==> config.mk <==
export PLATFORM = sky130hd
export DESIGN_NAME = can_crc_sequencer
export DESIGN_NICKNAME = d
export VERILOG_FILES = /design/src/rtl/can_crc_sequencer.sv
export SDC_FILE = /design/constraint.sdc
export NUM_CORES = 1
export LEC_CHECK = 0
export BUFFER_PORTS_ARGS = -buffer_cell sky130_fd_sc_hd__buf_2
export CAP_MARGIN = 40
export CORE_ASPECT_RATIO = 1.4
export CORE_MARGIN = 10
export CORE_UTILIZATION = 50
export CTS_CLUSTER_DIAMETER = 30
export DETAILED_ROUTE_END_ITERATION = 16
export MAX_ROUTING_LAYER = met4
export PLACE_DENSITY = 0.88
export SYNTH_ARGS = -nofsm -noshare
export SYNTH_HDL_FRONTEND = slang
export SYNTH_SLANG_ARGS = --single-unit
==> constraint.sdc <==
create_clock -name clock -period 2 [get_ports clock]
set_input_delay 0.1 -clock clock [delete_from_list [all_inputs] [get_ports clock]]
set_output_delay 0.1 -clock clock [all_outputs]
set_load 0.03 [all_outputs]
==> src/rtl/can_crc_sequencer.sv <==
`default_nettype none
// ============================================================================
// Module   : can_crc_sequencer
// Purpose  : Sequences one standard-format CAN frame through the shared
//            CRC_Unit. On an accepted start it latches the frame descriptor,
//            clears the CRC unit and serialises the CRC scope as
//            SOF, ID[10:0], RTR, IDE, r0, DLC[3:0], data. It then captures
//            the 15-bit CRC for the transmit and receive framers.
//            Each scope bit takes two cycles: value first, then strobe.
// Ports    : clock, reset_n      - rising-edge clock, synchronous active-low reset
//            start               - request (accepted only when idle)
//            id_in/rtr_in/dlc_in/data_in - frame descriptor (data byte 0 in [63:56])
//            busy, done          - sequence in progress / one-cycle result pulse
//            crc_valid, crc_out  - captured CRC and its valid flag
//            crc_bitval/bitstrb/clear, crc_in - CRC_Unit interface
//            crc_mismatch        - internal self-check disagreement
// Options  : CAN_CRC_SELFCHECK_EN - builds a shadow CRC-15 LFSR that is
//            compared with crc_in at capture; otherwise crc_mismatch is 0.
// Revision : 1.0 - initial release
// ============================================================================
module can_crc_sequencer #(
    parameter int MAX_DLC = 8
) (
    input  logic        clock,
    input  logic        reset_n,
    input  logic        start,
    input  logic [10:0] id_in,
    input  logic        rtr_in,
    input  logic [3:0]  dlc_in,
    input  logic [63:0] data_in,
    output logic        busy,
    output logic        done,
    output logic        crc_valid,
    output logic [14:0] crc_out,
    output logic        crc_bitval,
    output logic        crc_bitstrb,
    output logic        crc_clear,
    input  logic [14:0] crc_in,
    output logic        crc_mismatch
);

    localparam logic [1:0] S_IDLE    = 2'd0;
    localparam logic [1:0] S_CLEAR   = 2'd1;
    localparam logic [1:0] S_SHIFT   = 2'd2;
    localparam logic [1:0] S_CAPTURE = 2'd3;

    localparam logic [3:0] c_MAX_DLC = 4'(MAX_DLC);

    // State and datapath registers
    logic [1:0]  r_state;
    logic        r_phase;
    logic [6:0]  r_index;
    logic [6:0]  r_nbits;
    logic [82:0] r_scope;   // scope bits, next bit to send always at [82]
    logic        r_busy;
    logic        r_done;
    logic        r_valid;
    logic [14:0] r_crc;
    logic        r_bitval;
    logic        r_strb;
    logic        r_clear;

    // Next-state values
    logic [1:0]  w_state_nxt;
    logic        w_phase_nxt;
    logic [6:0]  w_index_nxt;
    logic [6:0]  w_nbits_nxt;
    logic [82:0] w_scope_nxt;
    logic        w_busy_nxt;
    logic        w_done_nxt;
    logic        w_valid_nxt;
    logic [14:0] w_crc_nxt;
    logic        w_bitval_nxt;
    logic        w_strb_nxt;
    logic        w_clear_nxt;

    logic        w_accept;
    logic [3:0]  w_dlc_clamped;
    logic [6:0]  w_nbits;

    assign w_accept      = (r_state == S_IDLE) && start;
    // DLC bits go out unclamped; only the data byte count is clamped.
    assign w_dlc_clamped = (dlc_in > c_MAX_DLC) ? c_MAX_DLC : dlc_in;
    assign w_nbits       = 7'd19 + (rtr_in ? 7'd0 : {w_dlc_clamped, 3'b000});

    // Outputs are registered from the next-state decode, so every output
    // reflects the state the machine is in during that cycle.
    always_comb begin
        w_state_nxt  = r_state;
        w_phase_nxt  = r_phase;
        w_index_nxt  = r_index;
        w_nbits_nxt  = r_nbits;
        w_scope_nxt  = r_scope;
        w_busy_nxt   = r_busy;
        w_done_nxt   = 1'b0;
        w_valid_nxt  = r_valid;
        w_crc_nxt    = r_crc;
        w_bitval_nxt = r_bitval;
        w_strb_nxt   = 1'b0;
        w_clear_nxt  = 1'b0;

        case (r_state)
            S_IDLE: begin
                if (start) begin
                    w_state_nxt = S_CLEAR;
                    // SOF, ID, RTR, IDE, r0, DLC, data; excess data bits are
                    // simply never reached because the count stops first.
                    w_scope_nxt = {1'b0, id_in, rtr_in, 2'b00, dlc_in, data_in};
                    w_nbits_nxt = w_nbits;
                    w_valid_nxt = 1'b0;
                    w_busy_nxt  = 1'b1;
                    w_clear_nxt = 1'b1;
                end
            end
            S_CLEAR: begin
                w_state_nxt  = S_SHIFT;
                w_phase_nxt  = 1'b0;
                w_index_nxt  = 7'd0;
                w_bitval_nxt = r_scope[82];
            end
            S_SHIFT: begin
                if (!r_phase) begin
                    w_phase_nxt = 1'b1;
                    w_strb_nxt  = 1'b1;
                end else if (r_index == r_nbits - 7'd1) begin
                    w_state_nxt  = S_CAPTURE;
                    w_phase_nxt  = 1'b0;
                    w_bitval_nxt = 1'b0;
                end else begin
                    w_phase_nxt  = 1'b0;
                    w_index_nxt  = r_index + 7'd1;
                    w_scope_nxt  = {r_scope[81:0], 1'b0};
                    w_bitval_nxt = r_scope[81];
                end
            end
            S_CAPTURE: begin
                // crc_in already includes the final strobe at this point.
                w_state_nxt = S_IDLE;
                w_busy_nxt  = 1'b0;
                w_done_nxt  = 1'b1;
                w_valid_nxt = 1'b1;
                w_crc_nxt   = crc_in;
            end
            default: begin
                w_state_nxt = S_IDLE;
                w_busy_nxt  = 1'b0;
            end
        endcase
    end

    always_ff @(posedge clock) begin
        if (!reset_n) begin
            r_state  <= S_IDLE;
            r_phase  <= 1'b0;
            r_index  <= 7'd0;
            r_nbits  <= 7'd0;
            r_scope  <= '0;
            r_busy   <= 1'b0;
            r_done   <= 1'b0;
            r_valid  <= 1'b0;
            r_crc    <= 15'd0;
            r_bitval <= 1'b0;
            r_strb   <= 1'b0;
            r_clear  <= 1'b0;
        end else begin
            r_state  <= w_state_nxt;
            r_phase  <= w_phase_nxt;
            r_index  <= w_index_nxt;
            r_nbits  <= w_nbits_nxt;
            r_scope  <= w_scope_nxt;
            r_busy   <= w_busy_nxt;
            r_done   <= w_done_nxt;
            r_valid  <= w_valid_nxt;
            r_crc    <= w_crc_nxt;
            r_bitval <= w_bitval_nxt;
            r_strb   <= w_strb_nxt;
            r_clear  <= w_clear_nxt;
        end
    end

`ifdef CAN_CRC_SELFCHECK_EN
    // Shadow LFSR tracks exactly what the CRC_Unit sees on its interface.
    logic [14:0] r_lfsr;
    logic [14:0] w_lfsr_shift;
    logic        w_lfsr_fb;
    logic        r_mismatch;

    assign w_lfsr_fb    = r_bitval ^ r_lfsr[14];
    assign w_lfsr_shift = {r_lfsr[13:0], 1'b0} ^ (w_lfsr_fb ? 15'h4599 : 15'h0000);

    always_ff @(posedge clock) begin
        if (!reset_n) begin
            r_lfsr     <= 15'd0;
            r_mismatch <= 1'b0;
        end else begin
            if (r_clear) begin
                r_lfsr <= 15'd0;
            end else if (r_strb) begin
                r_lfsr <= w_lfsr_shift;
            end

            if (w_accept) begin
                r_mismatch <= 1'b0;
            end else if (r_state == S_CAPTURE) begin
                r_mismatch <= (r_lfsr != crc_in);
            end
        end
    end

    assign crc_mismatch = r_mismatch;
`else
    assign crc_mismatch = 1'b0;
`endif

    assign busy        = r_busy;
    assign done        = r_done;
    assign crc_valid   = r_valid;
    assign crc_out     = r_crc;
    assign crc_bitval  = r_bitval;
    assign crc_bitstrb = r_strb;
    assign crc_clear   = r_clear;

endmodule
`default_nettype wire

==> impl_metrics.env <==
export IMPL_syn_inst=568
export IMPL_grt_pass1_vias=5554
export IMPL_drive_above_1_share_pct=50.89
export IMPL_grt_pass1_wl_um=27590
export IMPL_synth_xor_area_share_pct=1.220
export IMPL_crit_arrival_ns=2.53
export IMPL_dp_hpwl_um=10780
export IMPL_start_util_pct=50.91
export IMPL_ff2ff_path_depth=7
export IMPL_fin_total_pwr_uw=14740
export IMPL_endpoint_kind="register"
export IMPL_grtUsageTotal_pct=20.86
export IMPL_synth_area_um2=5743
export IMPL_slowest_delay_ns=0.41
export IMPL_synth_area_mux_share_pct=16.56
export IMPL_regArea_um2=2385
export IMPL_r2r_end="r_index[5]"
export IMPL_grt_antenna_before_repair=2
export IMPL_startpoint="r_nbits[1]"
export IMPL_grt_overflow_total=0
export IMPL_final_cell_mix="buf_2 (118), dfxtp_1 (117), mux2i_1 (95), a211oi_2 (77), a21oi_2 (42)"
export IMPL_vias_per_cell=5.990
export IMPL_crit_path_end="r_index[5]"
export IMPL_fp_dieH_um=146.8
export IMPL_clkSinkCount=119
export IMPL_cts_buffers=17
export IMPL_cap_violations=0
export IMPL_rsz0062_at_grt="yes"
export IMPL_setup_viol=86
export IMPL_finalCritPeriodShare_pct=108.8
export IMPL_rows=46
export IMPL_port_buffers=118
export IMPL_setup_slack_ns=-0.1754
export IMPL_fp_dieW_um=110.6
export IMPL_final_hold_violation_count=0
export IMPL_synthSimpleGateAreaFrac_pct=7.124
export IMPL_grt_max_degree=65
export IMPL_violations="setup timing"
export IMPL_drt_iter0_markers=336
export IMPL_die_area_um2=16230
export IMPL_p_leak_uw=0.003120
export IMPL_path_class="register to register"
export IMPL_final_max_slew_violation_count=0
export IMPL_path_cells="or3b_4 > a2111oi_4 > nand4_1 > buf_6 > buf_16 > a21oi_1 > a31o_2"
export IMPL_yosysWarnings=0
export IMPL_cp_top_family="compound AO/OA/AOI/OAI gates"
export IMPL_nets=827
export IMPL_firstDrtPassIters=5
export IMPL_synth_top_family_by_area="compound AO/OA/AOI/OAI gates"
export IMPL_cp_depth=7
export IMPL_clkTransAtPathRegs_ns=0.06
export IMPL_max_freq_mhz=459.7
export IMPL_synth_nets=673
export IMPL_synthAdderAreaFrac_pct=1.525
export IMPL_synth_area_per_cell_um2=10.11
export IMPL_wl_per_cell_um=21.78
export IMPL_powerDensity_nw_per_um2=1752
export IMPL_cts_root_buf="clkbuf_16"
export IMPL_placed_cells=813
export IMPL_synth_compound_area_share_pct=26.86
export IMPL_synth_seq_cells=119
export IMPL_ys_types=44
export IMPL_critPathMaxFanout=8
export IMPL_ir_drop_v=0.001467
export IMPL_final_setup_skew_ns=0.008821
export IMPL_final_cells=879
export IMPL_remaining_drc_errors=0
export IMPL_max_slew_margin_pct=46.61
export IMPL_tightest_slew_ns=0.8009
export IMPL_routed_wl_um=19150
export IMPL_critPathRequiredTime_ns=2.35
export IMPL_final_common_cell="buf_2"
export IMPL_clk_latency_ns=0.42
export IMPL_cts_tree="yes"
export IMPL_multi_input_area_um2=3694
export IMPL_reg2reg_from="r_nbits[1]"
export IMPL_routabilityCongestion=0.9307
export IMPL_fillers=671
export IMPL_synth_seq_area_share_pct=41.48
export IMPL_critPathLaunchType="register"
export IMPL_slowest_stage="or3b_4"
export IMPL_core_um2=11280
export IMPL_vias=5265
export IMPL_r2r_slack_ns=-0.18
export IMPL_cts_max_path_buffers=2
export IMPL_run_status="finished, violations left"
export IMPL_io_pins=120
export IMPL_area_delta_synth_final_pct=46.47
export IMPL_crit_buf_inv=2
export IMPL_period_minus_slack_ns=2.175
export IMPL_htreeDepth=4
export IMPL_hold_class="input port to register"
export IMPL_ant_nets=0
==> worst min-delay path, delay by kind of cell <==
kind	cells	cell delay, ns
mux	1	0.13
compound gates	1	0.08
buf+inv	1	0.10
==> power by group <==
group | total [uW] | switching (uW) | internal (uW)
sequential | 3670 | 576 | 3100
combinational | 8010 | 4060 | 3950
clock | 3050 | 1080 | 1960
total | 14700 | 5720 | 9010
==> layout make-up <==
cell class	count	area share (%)
Antenna cell	2	0.05950
Clock buffer	20	5.310
Clock inverter	10	1.547
Inverter	8	0.3867
Multi-Input combinational cell	389	43.91
Sequential cell	119	28.35
Tap cell	144	2.142
Timing Repair Buffer	187	18.30
==> state kept, by name, indices dropped and copies added, names as in the netlist <==
signal	count
crc_bitstrb	1
crc_clear	1
r_index	7
crc_out	15
r_scope	83
done	1
r_phase	1
r_state	2
crc_valid	1
busy	1
r_nbits	5
crc_bitval	1
==> timing repair <==
action                                  CTS  global route
pin swaps                                 3            23
endpoints found under the setup margin   90            92
buffers inserted                          4             3
hold buffers                             16             0
gates resized for setup                  62            75
gates cloned                              6             6
endpoints found under the hold margin    16             0
==> cell usage after synthesis <==
master / instances / area [um2]
buf_6: 8 / 90.09
or3b_1: 1 / 8.760
or4_1: 2 / 15.01
a21oi_1: 90 / 450.4
nand3_1: 5 / 25.02
o21a_1: 1 / 7.510
and4_1: 1 / 8.760
o21bai_1: 1 / 7.510
a211oi_2: 66 / 825.8
a31o_2: 3 / 26.28
o21ai_1: 1 / 5.000
xnor2_1: 5 / 43.79
inv_2: 1 / 3.750
nand2_1: 22 / 82.58
a2111oi_2: 1 / 15.01
a32o_1: 1 / 10.01
a22o_1: 1 / 8.760
o22ai_1: 3 / 18.77
inv_1: 7 / 26.28
nor3_1: 5 / 25.02
buf_4: 1 / 7.510
a41oi_1: 1 / 8.760
nor2b_1: 2 / 12.51
nor2_1: 34 / 127.6
a211oi_1: 16 / 120.1
nand2b_1: 2 / 12.51
and4_4: 1 / 11.26
or3b_2: 1 / 8.760
a2111oi_0: 1 / 8.760
dfxtp_1: 119 / 2382
nand4_1: 3 / 18.77
mux2i_1: 95 / 950.9
conb_1: 1 / 3.750
ha_1: 7 / 87.58
a21o_1: 1 / 7.510
clkbuf_1: 33 / 123.9
o21ai_0: 3 / 15.01
and2_1: 4 / 25.02
nand3b_1: 2 / 15.01
xor2_1: 3 / 26.28
nor4_1: 2 / 12.51
buf_1: 4 / 15.01
buf_2: 6 / 30.03
o211ai_1: 1 / 7.510
==> stage by stage <==
stage	util [%]	hold WS, ns	setup slack [ns]	TNS (ns)	area [um2]
after floorplan	-	0.2475	-0.02360	-0.9118	5763
after global placement	59.53	0.3348	-0.09968	-5.967	6715
after detailed placement	59.53	0.3521	-0.2387	-12.15	6715
after CTS	69.91	0.02553	-0.1105	-6.108	7886
after global routing	74.57	0.06270	-0.2657	-17.08	8412
final	74.57	0.04945	-0.1754	-8.963	8412
==> how the worst min path moves through the flow <==
| stage | from | end | slack, ns | depth (start not counted) |
|---|---|---|---|---|
| finish | data_in[25] | r_scope[25] | 0.05 | 3 |
| global route | dlc_in[0] | r_nbits[3] | 0.06 | 3 |
| global placement | crc_in[2] | crc_out[2] | 0.33 | 3 |
| floorplan | crc_in[0] | crc_out[0] | 0.25 | 2 |
| detailed placement | crc_in[3] | crc_out[3] | 0.35 | 3 |
| CTS | data_in[30] | r_scope[30] | 0.03 | 3 |
==> layer usage <==
| metal | vias up | track usage (%) | wire length [um] |
|---|---|---|---|
| met4 | 0 | 10.90 | 814 |
| met5 | - | - | 0 |
| met2 | 202 | 36.35 | 10230 |
| met1 | 2581 | 21.87 | 7354 |
| li1 | 2408 | - | - |
| met3 | 74 | 4.034 | 745 |
==> cells by family after synthesis <==
family / count (synthesis)
AOI/OAI and AO/OA: 191
xor gates and xnor gates: 8
adders and majority gates: 7
buffers and inverters: 60
DFF: 119
muxes: 95
other: 1
and+or+nand+nor: 87
Power figures use the tool's default switching activity.
